**config.mk**
```make
export PLATFORM = sky130hd
export DESIGN_NAME = flatten_stream_ctrl
export DESIGN_NICKNAME = d
export VERILOG_FILES = /design/src/rtl/flatten_stream_ctrl_pkg.sv /design/src/rtl/flatten_pixel_mux.sv /design/src/rtl/flatten_stream_ctrl.sv
export SDC_FILE = /design/constraint.sdc
export NUM_CORES = 1
export LEC_CHECK = 0
export CELL_PAD_IN_SITES_DETAIL_PLACEMENT = 0
export CELL_PAD_IN_SITES_GLOBAL_PLACEMENT = 2
export CORE_MARGIN = 2
export CORE_UTILIZATION = 33
export DETAILED_ROUTE_END_ITERATION = 7
export PLACE_DENSITY_LB_ADDON = 0.2
export SYNTH_ARGS = -nofsm -noshare
export SYNTH_HDL_FRONTEND = slang
export SYNTH_HIERARCHICAL = 1
export SYNTH_SLANG_ARGS = --single-unit
```
**constraint.sdc**
```tcl
create_clock -name clk -period 10.3 [get_ports clk]
set_input_delay 3.09 -clock clk [delete_from_list [all_inputs] [get_ports clk]]
set_output_delay 3.09 -clock clk [all_outputs]
set_load 0.05 [all_outputs]
```
**src/rtl/flatten_stream_ctrl_pkg.sv**
```systemverilog
// Shared defaults and types for the pooled-map flatten sequencer.
// The FC-side stream is produced by flatten_stream_ctrl.
package flatten_stream_ctrl_pkg;

  localparam int DATA_WIDTH       = 8;
  localparam int POOL_OFMAP_SIZE  = 2;
  localparam int NUM_CHANNELS     = 4;
  localparam int POOL_PIXEL_COUNT = POOL_OFMAP_SIZE * POOL_OFMAP_SIZE;

  typedef enum logic {
    IDLE   = 1'b0,
    STREAM = 1'b1
  } state_t;

  // Counter width that never collapses to zero bits for single-entry ranges.
  function automatic int width_of(input int n);
    return (n > 1) ? $clog2(n) : 1;
  endfunction

endpackage

```
**src/rtl/flatten_pixel_mux.sv**
```systemverilog
// Combinational row-major selector: picks map[pix / SIZE][pix % SIZE].
module flatten_pixel_mux
  import flatten_stream_ctrl_pkg::*;
#(
  parameter int DW    = 8,
  parameter int SIZE  = 2,
  parameter int PIX_W = 2
) (
  input  logic [DW-1:0]    map [0:SIZE-1][0:SIZE-1],
  input  logic [PIX_W-1:0] pix,
  output logic [DW-1:0]    pixel
);

  // Compare against each flat position instead of dividing by SIZE.
  always_comb begin
    pixel = '0;
    for (int r = 0; r < SIZE; r++) begin
      for (int c = 0; c < SIZE; c++) begin
        if (pix == PIX_W'(r * SIZE + c)) begin
          pixel = map[r][c];
        end
      end
    end
  end

endmodule

```
**src/rtl/flatten_stream_ctrl.sv**
```systemverilog
// Captures one pooled map per handshake and streams it pixel by pixel with a
// global feature index and an end-of-image marker for the FC stage.
module flatten_stream_ctrl #(
  parameter int DATA_WIDTH      = flatten_stream_ctrl_pkg::DATA_WIDTH,
  parameter int POOL_OFMAP_SIZE = flatten_stream_ctrl_pkg::POOL_OFMAP_SIZE,
  parameter int NUM_CHANNELS    = flatten_stream_ctrl_pkg::NUM_CHANNELS,
  localparam int POOL_PIXEL_COUNT = POOL_OFMAP_SIZE * POOL_OFMAP_SIZE,
  localparam int IDX_W = flatten_stream_ctrl_pkg::width_of(NUM_CHANNELS * POOL_PIXEL_COUNT)
) (
  input  logic                  clk,
  input  logic                  rst_n,
  input  logic                  clear,
  input  logic [DATA_WIDTH-1:0] in_feature [0:POOL_OFMAP_SIZE-1][0:POOL_OFMAP_SIZE-1],
  input  logic                  in_valid,
  output logic                  in_ready,
  output logic [DATA_WIDTH-1:0] out_data,
  output logic                  out_valid,
  input  logic                  out_ready,
  output logic [IDX_W-1:0]      out_index,
  output logic                  out_last,
  output logic                  image_done,
  output logic                  busy
);

  import flatten_stream_ctrl_pkg::*;

  localparam int PIX_W = width_of(POOL_PIXEL_COUNT);
  localparam int CH_W  = width_of(NUM_CHANNELS);
  localparam logic [PIX_W-1:0] PIX_LAST = PIX_W'(POOL_PIXEL_COUNT - 1);
  localparam logic [CH_W-1:0]  CH_LAST  = CH_W'(NUM_CHANNELS - 1);

  // Handshakes: a beat transfers on a rising edge where valid and ready are
  // both high; valid never depends on ready, and in_ready may depend on out_ready.
  state_t                state;
  logic [PIX_W-1:0]      pix;
  logic [CH_W-1:0]       ch;
  logic [DATA_WIDTH-1:0] map_buf [0:POOL_OFMAP_SIZE-1][0:POOL_OFMAP_SIZE-1];
  logic [DATA_WIDTH-1:0] pixel;
  logic                  at_last_pix;
  logic                  in_fire;
  logic                  out_fire;
  logic                  load;

  assign at_last_pix = (pix == PIX_LAST);
  assign out_valid   = (state == STREAM);
  assign busy        = (state == STREAM);
  assign in_ready    = (state == IDLE) || ((state == STREAM) && at_last_pix && out_ready);
  assign in_fire     = in_valid && in_ready;
  assign out_fire    = out_valid && out_ready;
  assign load        = in_fire && !clear;

  // Map contents need no reset; they are only observed while streaming.
  always_ff @(posedge clk) begin
    if (load) begin
      map_buf <= in_feature;
    end
  end

  always_ff @(posedge clk or negedge rst_n) begin
    if (!rst_n) begin
      state      <= IDLE;
      pix        <= '0;
      ch         <= '0;
      image_done <= 1'b0;
    end else if (clear) begin
      state      <= IDLE;
      pix        <= '0;
      ch         <= '0;
      image_done <= 1'b0;
    end else begin
      image_done <= 1'b0;
      case (state)
        IDLE: begin
          if (in_fire) begin
            pix   <= '0;
            state <= STREAM;
          end
        end
        STREAM: begin
          if (out_fire) begin
            if (!at_last_pix) begin
              pix <= pix + 1'b1;
            end else begin
              pix        <= '0;
              ch         <= (ch == CH_LAST) ? '0 : ch + 1'b1;
              image_done <= (ch == CH_LAST);
              // A map accepted on the last beat continues without a bubble.
              state      <= in_fire ? STREAM : IDLE;
            end
          end
        end
        default: state <= IDLE;
      endcase
    end
  end

  flatten_pixel_mux #(
    .DW    (DATA_WIDTH),
    .SIZE  (POOL_OFMAP_SIZE),
    .PIX_W (PIX_W)
  ) u_pixel_mux (
    .map   (map_buf),
    .pix   (pix),
    .pixel (pixel)
  );

  assign out_data  = out_valid ? pixel : '0;
  assign out_index = out_valid ? (IDX_W'(ch) * IDX_W'(POOL_PIXEL_COUNT) + IDX_W'(pix)) : '0;
  assign out_last  = out_valid && at_last_pix && (ch == CH_LAST);

endmodule
```
Yosys cells after proc, flatten, opt, wreduce, memory -nomap -nowiden
Index checks and enable logic that the tools add are counted.
- bits of input ports: 37
- output and inout bits: 17
- register bits: 38
- reductions and logical operators: 14
- muxes and demuxes: 25
- bitwise operators: 1
- equality and inequality tests: 6
- add/subtract/negate cells: 3
- operator list (cell ; number):
    $mux W8 ; 5
    $mux W2 ; 9
    $mux W1 ; 8
    $eq A2 B2 Y1 const B ; 3
    $logic_and A1 B1 Y1 ; 6
    $reduce_bool A2 Y1 ; 3
    $add A2 B1 Y2 const B ; 2
    $add A4 B2 Y4 ; 1
    $mux W4 ; 1
    $pmux W2 S2 ; 1
    $ne A3 B2 Y1 const B ; 1
    $ne A3 B3 Y1 const B ; 1
    $reduce_and A3 Y1 ; 1
    $eq A2 B1 Y1 const B ; 1
    $logic_not A2 Y1 ; 1
    $pmux W1 S2 ; 1
    $reduce_and A2 Y1 ; 1
    $logic_not A1 Y1 ; 1
    $logic_or A1 B1 Y1 ; 1
    $not A1 Y1 ; 1

Depth between registers and ports, before layout
Gate-level depths: netlist of the first run.
- depth after elaboration: 10
- depth in mapped cells: 4

Modules after synthesis
Netlist of the first run, hierarchy kept.
- modules (own cells, without submodules) (module ; times used ; cells each ; area an instance (um2)):
    flatten_stream_ctrl ; 1 ; 76 ; 1356.3
    flatten_pixel_mux ; 1 ; 10 ; 196.4

Worst setup path before layout of the first run
No wires, ideal clock.
- kind: input-to-output
- from: in out_ready
- to: out in_ready
- data required time: 7.210 ns
- path slack: 3.707 ns
- path buffers: 0
- arrival time: 3.503 ns
- stages on the path: 2
- path through: nand2_1 -> nand2_1
- cells in the longest elaborated chain, start to end: 2
- ends and longest elaborated chain (item ; RTL line ; source):
    start, declared ; flatten_stream_ctrl.sv:18 ; input logic out_ready,
    $logic_and A1 B1 Y1 ; flatten_stream_ctrl.sv:47 ; assign in_ready = (state == IDLE) || ((state == STREAM) && at_last_pix && out_ready);
    $logic_or A1 B1 Y1 ; flatten_stream_ctrl.sv:47 ;
    end, declared ; flatten_stream_ctrl.sv:15 ; output logic in_ready,
No other way between the ends.

Worst setup path after layout of the first run
Same ends and word-level chain as after synthesis.

==> results of run 1 <==
[power groups by stage]
| stage | clock network (mW) | logic, mW | registers, mW |
|---|---|---|---|
| floorplan | 0 | 0.0252 | 0.180 |
| CTS | 0.133 | 0.0462 | 0.179 |
| detailed placement | 0 | 0.0461 | 0.183 |
| global placement | 0 | 0.0455 | 0.182 |
| global route | 0.141 | 0.0486 | 0.180 |
| finish | 0.129 | 0.0457 | 0.179 |
[layout by cell type, fill, tap and decap left out, types with 2 or more instances in the layout]
master	n
clkdlybuf4s50_1	53
edfxtp_1	32
and2_1	12
mux4_2	8
dfrtp_1	6
clkbuf_8	6
nand2_1	4
a21oi_1	4
nor2_1	2
mux2i_1	2
ha_1	2
[final cells by class]
class	instances	area, µm²
clock buffer	7	86.3
clock inverter	1	30.0
fill	384	2190
inverter	1	3.75
multi-input combinational	42	418
sequential	38	1110
tap	52	65.1
timing repair buffer	54	538
[how the worst max path moves through the flow]
stage | slack, ns | end
detailed placement | 2.46 | in_ready
finish | 2.45 | in_ready
floorplan | 3.71 | in_ready
global route | 2.41 | in_ready
global placement | 2.48 | in_ready
CTS | 2.46 | in_ready
[cell families after synthesis]
kind of cell             after synthesis
flip-flops                            38
adder cells (fa/ha/maj)                2
buffers and inverters                  6
AO/OA/AOI/OAI                          7
AND/OR/NAND/NOR                       23
multiplexers                          10
[worst max-delay path, stage by stage]
cell	delay, ns
clkdlybuf4s50_1	0.59
nand2_1	0.14
nand2_1	0.12
clkdlybuf4s50_1	0.82
[state kept, by name, indices dropped and copies added, names as in the netlist]
| register | count |
|---|---|
| busy | 1 |
| ch | 2 |
| image_done | 1 |
| map_buf | 32 |
| pix | 2 |
[routing by layer]
| layer | routed length (µm) | vias up |
|---|---|---|
| met4 | 46 | 0 |
| met2 | 1480 | 40 |
| li1 | - | 441 |
| met1 | 1210 | 437 |
| met3 | 216 | 4 |
| met5 | 0 | - |
==> results.sh, run 1 <==
export IMPL_status="completed"
export IMPL_rows=24
export IMPL_slew_headroom_pct=54.2
export IMPL_antenna_found_initial=0
export IMPL_hp_class="reg2reg"
export IMPL_synth_simple_area_share_pct=8.78
export IMPL_synth_compound_area_share_pct=2.82
export IMPL_synthMuxAreaShare_pct=12.9
export IMPL_max_freq_mhz=127
export IMPL_crit_start="out_ready"
export IMPL_synth_common_cells="32 x edfxtp_1, 12 x and2_1, 8 x mux4_2, 6 x dfrtp_1"
export IMPL_vias_per_cell=4.73
export IMPL_cp_required_ns=7.21
export IMPL_end_kind="output pin"
export IMPL_htree_num_levels=2
export IMPL_cp_arrival_ns=4.76
export IMPL_cts_clk_slew_worst_paths_ns=0.07
export IMPL_utilization_pct=50.7
export IMPL_final_area_um2=2250
export IMPL_powerDensity_nw_per_um2=157
export IMPL_combPwrFrac_pct=12.9
export IMPL_holdPathStages=2
export IMPL_area_growth_pct=45.0
export IMPL_synth_edf_count=32
export IMPL_clk_path_buf_depth=2
export IMPL_internal_power_mw=0.277
export IMPL_setup_violations_final=0
export IMPL_use_met3_pct=4.97
export IMPL_path_class="in2out"
export IMPL_r2r_slack_ns=8.07
export IMPL_rsz0062_at_grt="no"
export IMPL_place_area_um2=2140
export IMPL_synth_seq_cells=38
export IMPL_p_seq_share_pct=50.6
export IMPL_grt_busiest_layer="met2"
export IMPL_tightest_slew_ns=0.687
export IMPL_timing_rr_start="pix[0]"
export IMPL_tns_ns=0
export IMPL_whs_ns=0.563
export IMPL_dieWidth_um=72.6
export IMPL_syn_area_per_cell_um2=18.1
export IMPL_use_met1_pct=14.1
export IMPL_synthCells=86
export IMPL_remaining_drc_errors=0
export IMPL_vdd_drop_max_v=0.0000755
export IMPL_fin_cells=195
export IMPL_start_util_pct=34.9
export IMPL_grt_max_degree=33
export IMPL_switchingPower_mw=0.0766
export IMPL_hold_viol=0
export IMPL_drive_above_1_share_pct=13.3
export IMPL_ys_top_cells_by_area="edfxtp_1 62%, mux4_2 12%, dfrtp_1 9.7%, and2_1 4.8%, ha_1 1.6%"
export IMPL_synthArstFlopShare_pct=15.8
export IMPL_post_cts_buffers=0
export IMPL_place_ws_ns=2.46
export IMPL_synth_most_common_cell="edfxtp_1"
export IMPL_core_area_um2=4440
export IMPL_nets=181
export IMPL_crit_fanout=6
export IMPL_dr_first_iter_drc_count=70
export IMPL_cts_tree="yes"
export IMPL_netlist_area_leader_share_pct=61.9
export IMPL_cts_buffers=5
export IMPL_dpl_cell_count=187
export IMPL_dr_pass1_iters=4
export IMPL_power_total_mw=0.354
export IMPL_yosysSeqAreaShare_pct=71.6
export IMPL_worstHoldStart="ch[0]"
export IMPL_wl_um=2960
export IMPL_worst_slack_ns=2.45
export IMPL_cts_hold_buf=0
export IMPL_vias=922
export IMPL_use_met2_pct=21.4
export IMPL_p_leak_nw=0.796
export IMPL_critPathLaunchType="input pin"
export IMPL_portBuffers=53
export IMPL_io_pins=54
export IMPL_clock_sinks=38
export IMPL_synthFlopType="edfxtp_1"
export IMPL_slew_viol_final=0
export IMPL_ys_warn_count=6
export IMPL_cts_resized_gates=0
export IMPL_dieArea_um2=5270
export IMPL_synthXorXnorAreaFrac_pct=0
export IMPL_yosys_cell_types_count=22
export IMPL_syn_area_um2=1550
export IMPL_netlist_top_cell_by_area="edfxtp_1"
export IMPL_swShare_pct=21.6
export IMPL_worstSkewPairLatency_ns=0.28
export IMPL_n_antenna_cell=0
export IMPL_worst_r2r_endpoint="map_buf[25]"
export IMPL_min_to="ch[0]"
export IMPL_reg2reg_depth=4
export IMPL_overflow=0
export IMPL_synthAdderAreaFrac_pct=1.61
export IMPL_ant_nets=0
export IMPL_grt_pass1_vias=980
export IMPL_synth_nets=125
export IMPL_drv_cap=0
export IMPL_grt_pass1_wl_um=4790
export IMPL_die_height_um=72.6
export IMPL_fin_crit_ns=7.85
export IMPL_root_buffer="clkbuf_8"
export IMPL_skew_ns=0.00432
export IMPL_gp_congestion=0.728
export IMPL_clkPwrFrac_pct=36.5
export IMPL_synth_top_family_by_area="multiplexers"
export IMPL_wl_per_cell_um=15.2
export IMPL_min_period_over_period_pct=76.2
export IMPL_dp_hpwl_um=2060
export IMPL_grt_usage_pct=12.6
Power figures use the tool's default switching activity.
==> inputs of run 2 (changes only) <==
--- a/config.mk
+++ b/config.mk
@@ -8,7 +8,7 @@
 export CELL_PAD_IN_SITES_DETAIL_PLACEMENT = 0
 export CELL_PAD_IN_SITES_GLOBAL_PLACEMENT = 2
 export CORE_MARGIN = 2
-export CORE_UTILIZATION = 33
+export CORE_UTILIZATION = 30
 export DETAILED_ROUTE_END_ITERATION = 7
 export PLACE_DENSITY_LB_ADDON = 0.2
 export SYNTH_ARGS = -nofsm -noshare
==> constraint.sdc (replaced) <==
create_clock -name clk -period 8.2 [get_ports clk]
set_input_delay 2.46 -clock clk [delete_from_list [all_inputs] [get_ports clk]]
set_output_delay 2.46 -clock clk [all_outputs]
set_load 0.05 [all_outputs]
==> run 2 against run 1 <==
Against the previous run:
- count of clock-buffer cells in the layout shrank 2
- final area grew 0.39%
- global-route usage shrank 1.1 points
- sequential share of layout area shrank 0.19 points
- utilization shrank 5.8 points
- first-iteration DRC count shrank 39%
- critical endpoint unchanged
- largest power group unchanged
==> results.sh, run 2 (synthesized netlist as in run 1, its figures left out) <==
export IMPL_status="completed"
export IMPL_setup_violations_final=0
export IMPL_reg2reg_depth=4
export IMPL_dp_hpwl_um=1990
export IMPL_clock_sinks=38
export IMPL_clk_path_buf_depth=2
export IMPL_die_height_um=75.9
export IMPL_layout_commonest_cell="clkdlybuf4s50_1"
export IMPL_drv_cap=0
export IMPL_fin_cells=212
export IMPL_vdd_drop_max_v=0.000115
export IMPL_slew_headroom_pct=51.0
export IMPL_cts_buffers=5
export IMPL_path_class="in2out"
export IMPL_dr_pass1_iters=2
export IMPL_power_total_mw=0.431
export IMPL_vias=926
export IMPL_nFillCells=456
export IMPL_p_leak_nw=0.790
export IMPL_dpl_cell_count=205
export IMPL_ant_nets=0
export IMPL_min_to="ch[0]"
export IMPL_grt_max_degree=33
export IMPL_remaining_drc_errors=0
export IMPL_core_area_um2=5040
export IMPL_fin_crit_ns=6.59
export IMPL_cts_hold_buf=0
export IMPL_dr_first_iter_drc_count=43
export IMPL_cts_clk_slew_worst_paths_ns=0.06
export IMPL_wl_per_cell_um=13.8
export IMPL_final_area_um2=2260
export IMPL_hp_class="reg2reg"
export IMPL_grt_pass1_wl_um=4900
export IMPL_nets=181
export IMPL_worst_r2r_endpoint="map_buf[4]"
export IMPL_cts_resized_gates=0
export IMPL_dieWidth_um=75.9
export IMPL_rsz0062_at_grt="no"
export IMPL_final_cell_mix="53 x clkdlybuf4s50_1, 32 x edfxtp_1, 12 x and2_1"
export IMPL_drive_above_1_share_pct=12.7
export IMPL_wl_um=2920
export IMPL_critical_path_buf_inv_count=2
export IMPL_hold_viol=0
export IMPL_place_area_um2=2160
export IMPL_multi_input_area_um2=418
export IMPL_skew_ns=0.00603
export IMPL_worstSkewPairLatency_ns=0.28
export IMPL_whs_ns=0.563
export IMPL_end_kind="output pin"
export IMPL_cp_arrival_ns=4.13
export IMPL_largest_reg_flops=32
export IMPL_cts_tree="yes"
export IMPL_overflow=0
export IMPL_dieArea_um2=5770
export IMPL_portBuffers=53
export IMPL_reg_largest_list="map_buf: 32 flops, ch: 2 flops, pix: 2 flops"
export IMPL_rows=26
export IMPL_root_buffer="clkbuf_8"
export IMPL_area_growth_pct=45.6
export IMPL_grt_usage_pct=11.4
export IMPL_gp_congestion=0.658
export IMPL_crit_slowest_cell="clkdlybuf4s50_1"
export IMPL_crit_family="buffers and inverters"
export IMPL_critPathLaunchType="input pin"
export IMPL_timing_rr_start="pix[0]"
export IMPL_n_antenna_cell=0
export IMPL_io_pins=54
export IMPL_max_freq_mhz=152
export IMPL_regArea_um2=1110
export IMPL_crit_fanout=6
export IMPL_holdPathStages=2
export IMPL_crit_chain="clkdlybuf4s50_1, nand2_1, nand2_1, clkdlybuf4s50_1"
export IMPL_worstSetupPathDepth=4
export IMPL_grt_pass1_vias=1000
export IMPL_htree_num_levels=2
export IMPL_top_register="map_buf"
export IMPL_vias_per_cell=4.37
export IMPL_start_util_pct=30.8
export IMPL_cp_required_ns=5.74
export IMPL_post_cts_buffers=0
export IMPL_tightest_slew_ns=0.736
export IMPL_r2r_slack_ns=5.92
export IMPL_slew_viol_final=0
export IMPL_tns_ns=0
export IMPL_powerDensity_nw_per_um2=191
export IMPL_worstHoldStart="ch[0]"
export IMPL_antenna_found_initial=0
export IMPL_cpPeakStageDelay_ns=0.82
export IMPL_min_period_over_period_pct=80.3
[run 2: changes by cell type in the layout (fill, tap and decap cells not counted)]
cell	delta
clkbuf_1	-1
clkinv_1	+1
clkbuf_8	-1
[run 2: stage by stage]
step / setup WS (ns) / util (%)
2_1_floorplan: 2.75 / -
3_3_place_gp: 1.63 / 42.8
3_5_place_dp: 1.61 / 42.8
4_1_cts: 1.60 / 44.8
5_1_grt: 1.50 / 44.8
6_report: 1.61 / 44.8
[run 2: layer usage]
layer | vias up | part of all wire, % | GRT usage (%)
met4 | 0 | 1.4 | 4.91
li1 | 437 | - | -
met3 | 5 | 7.5 | 4.40
met1 | 447 | 39 | 13.2
met5 | - | 0 | 0
met2 | 37 | 52 | 18.9
[run 2: worst reg2reg max path: cells and delay by family, from the launching register on]
family	cells	cell delay (ns)
simple gates	1	0.13
fa+ha+maj	1	0.34
compound gates	1	0.25
buf+inv	1	0.40
flops	1	0.82
[run 2: worst max-delay path by stage]
stage	startpoint	end	slack, ns
2_1_floorplan	out_ready	map_buf[0]	2.75
6_report	out_ready	in_ready	1.61
3_5_place_dp	out_ready	in_ready	1.61
5_1_grt	out_ready	in_ready	1.50
4_1_cts	out_ready	in_ready	1.60
3_3_place_gp	out_ready	in_ready	1.63
[run 2: cell type report]
class                           instances  area share, %
Clock buffer                            5           3.04
Clock inverter                          2           1.49
Inverter                                1          0.166
Multi-Input combinational cell         42           18.5
Sequential cell                        38           49.1
Tap cell                               70           3.87
Timing Repair Buffer                   54           23.8
[run 2: where the power goes]
group / internal (mW) / switching (mW) / total, mW
registers: 0.218 / 0.00729 / 0.225
logic: 0.0310 / 0.0260 / 0.0570
clock network: 0.0879 / 0.0611 / 0.149
total: 0.337 / 0.0944 / 0.431
==> RTL edit, RTL diff (settings of run 2) <==
Make the reset (`rst_n`) synchronous in one clocked block.
--- a/src/rtl/flatten_stream_ctrl.sv
+++ b/src/rtl/flatten_stream_ctrl.sv
@@ -56,7 +56,7 @@
     end
   end
 
-  always_ff @(posedge clk or negedge rst_n) begin
+  always_ff @(posedge clk) begin
     if (!rst_n) begin
       state      <= IDLE;
       pix        <= '0;
Function: differs if rst_n is asserted again (counterexample within 4 cycles, from zero or initial values and one cycle with rst_n low); with rst_n held inactive, the same outputs for 10 cycles.
==> RTL edit against run 2 <==
Wire length grew 5.1%; sequential cell count is the same; worst setup slack gained 170 ps; maximum frequency grew 2.6%; via count grew 0.11%; cell area shrank 0.83%; non-clock buffer count is the same; critical endpoint unchanged; synthesized area is essentially flat; sequential power shrank 2%; power shrank 11%; worst hold slack lost 50 ps; critical path type unchanged.
==> RTL edit: results (changes against run 2) <==
\begin{tabular}{lr}
\hline
Metric & Value \\
\hline
\multicolumn{2}{l}{\textbf{Status}} \\
\quad Outcome & finished clean \\
\multicolumn{2}{l}{\textbf{Place}} \\
\quad Placed inst area & 2160 um2 (about the same) \\
\quad Number of cells in the design after placement & 207 (+0.98\%) \\
\quad Placer Congestion & 0.687 (+4.3\%) \\
\quad Hpwl dp & 2120 um (+6.6\%) \\
\multicolumn{2}{l}{\textbf{Drt}} \\
\quad First-pass detailed-route iteration total & 3 (+1) \\
\quad DRC violation total after the first TritonRoute iteration & 32 (-26\%) \\
\quad DR vias/cell & 4.31 (-1.3\%) \\
\quad Total wire length & 3060 um (+5.1\%) \\
\multicolumn{2}{l}{\textbf{Timing}} \\
\quad Setup Skew & 2.84 ps (-3.19 ps) \\
\multicolumn{2}{l}{\textbf{Logic synthesis}} \\
\quad Net count after synthesis & 126 (+0.80\%) \\
\quad Compound-gate portion of the synthesized area & 2.09\% (-0.73 points) \\
\quad Post-synthesis mux area share & 13.6\% (+0.71 points) \\
\quad Sequential-to-total area share from yosys stat & 69.6\% (-2.0 points) \\
\quad Most area-consuming cells after synthesis & sky130\_fd\_sc\_hd\_\_edfxtp\_1 (62\%), sky130\_fd\_sc\_hd\_\_mux4\_2 (12\%), sky130\_fd\_sc\_hd\_\_dfxtp\_1 (7.7\%), sky130\_fd\_sc\_hd\_\_and2\_1 (4.8\%), sky130\_fd\_sc\_hd\_\_nand3b\_1 (1.9\%) \\
\quad Top post-synthesis cells by count & sky130\_fd\_sc\_hd\_\_edfxtp\_1 (32), sky130\_fd\_sc\_hd\_\_and2\_1 (12), sky130\_fd\_sc\_hd\_\_mux4\_2 (8) \\
\quad FFs w/ async S/R, synth & 0\% (-16 points) \\
\multicolumn{2}{l}{\textbf{Power}} \\
\quad Switching power total & 0.0000846 W (-10\%) \\
\quad Total power draw & 0.000383 W (-11\%) \\
\quad Clock network power & 0.000124 W (-17\%) \\
\multicolumn{2}{l}{\textbf{Cells and area}} \\
\quad Clock buffers and inverters, area share & 3.79\% (-0.74 points) \\
\quad Fraction of layout instances using a drive strength above 1 & 13.1\% (+0.43 points) \\
\quad Filler cells & 469 (+2.9\%) \\
\multicolumn{2}{l}{\textbf{Critical path}} \\
\quad Top fanout value on the critical path & 4 (-2) \\
\quad Critical path's largest stage delay & 800 ps (-20 ps) \\
\hline
\end{tabular}
## RTL edit: changes by cell type after synthesis, sizes merged, moves of 2 or more
cell,change
dfrtp,-6
inv,+2
nor2,-2
or4b,+2
nand2,-2
dfxtp,+6
a211oi,-2
nand3b,+4
a21oi,-3
o32ai,+2
## RTL edit: how the worst max path moves through the flow
stage / start / endpoint / slack (ps) / depth (start not counted)
CTS: out_ready / in_ready / 1780 / 3
detailed placement: out_ready / in_ready / 1790 / 3
global route: out_ready / in_ready / 1760 / 3
global placement: out_ready / in_ready / 1820 / 3
floorplan: out_ready / map_buf[0] / 2520 / 2
finish: out_ready / in_ready / 1780 / 3
## RTL edit: layer usage
| metal | GRT usage (%) | wire length, um | part of all wire (%) | up-vias |
|---|---|---|---|---|
| met1 | 12.7 | 1250 | 41 | 438 |
| met2 | 19.8 | 1590 | 52 | 31 |
| li1 | - | - | - | 452 |
| met4 | 4.36 | 48 | 1.6 | 0 |
| met3 | 5.09 | 173 | 5.6 | 6 |
| met5 | 0 | 0 | 0 | - |
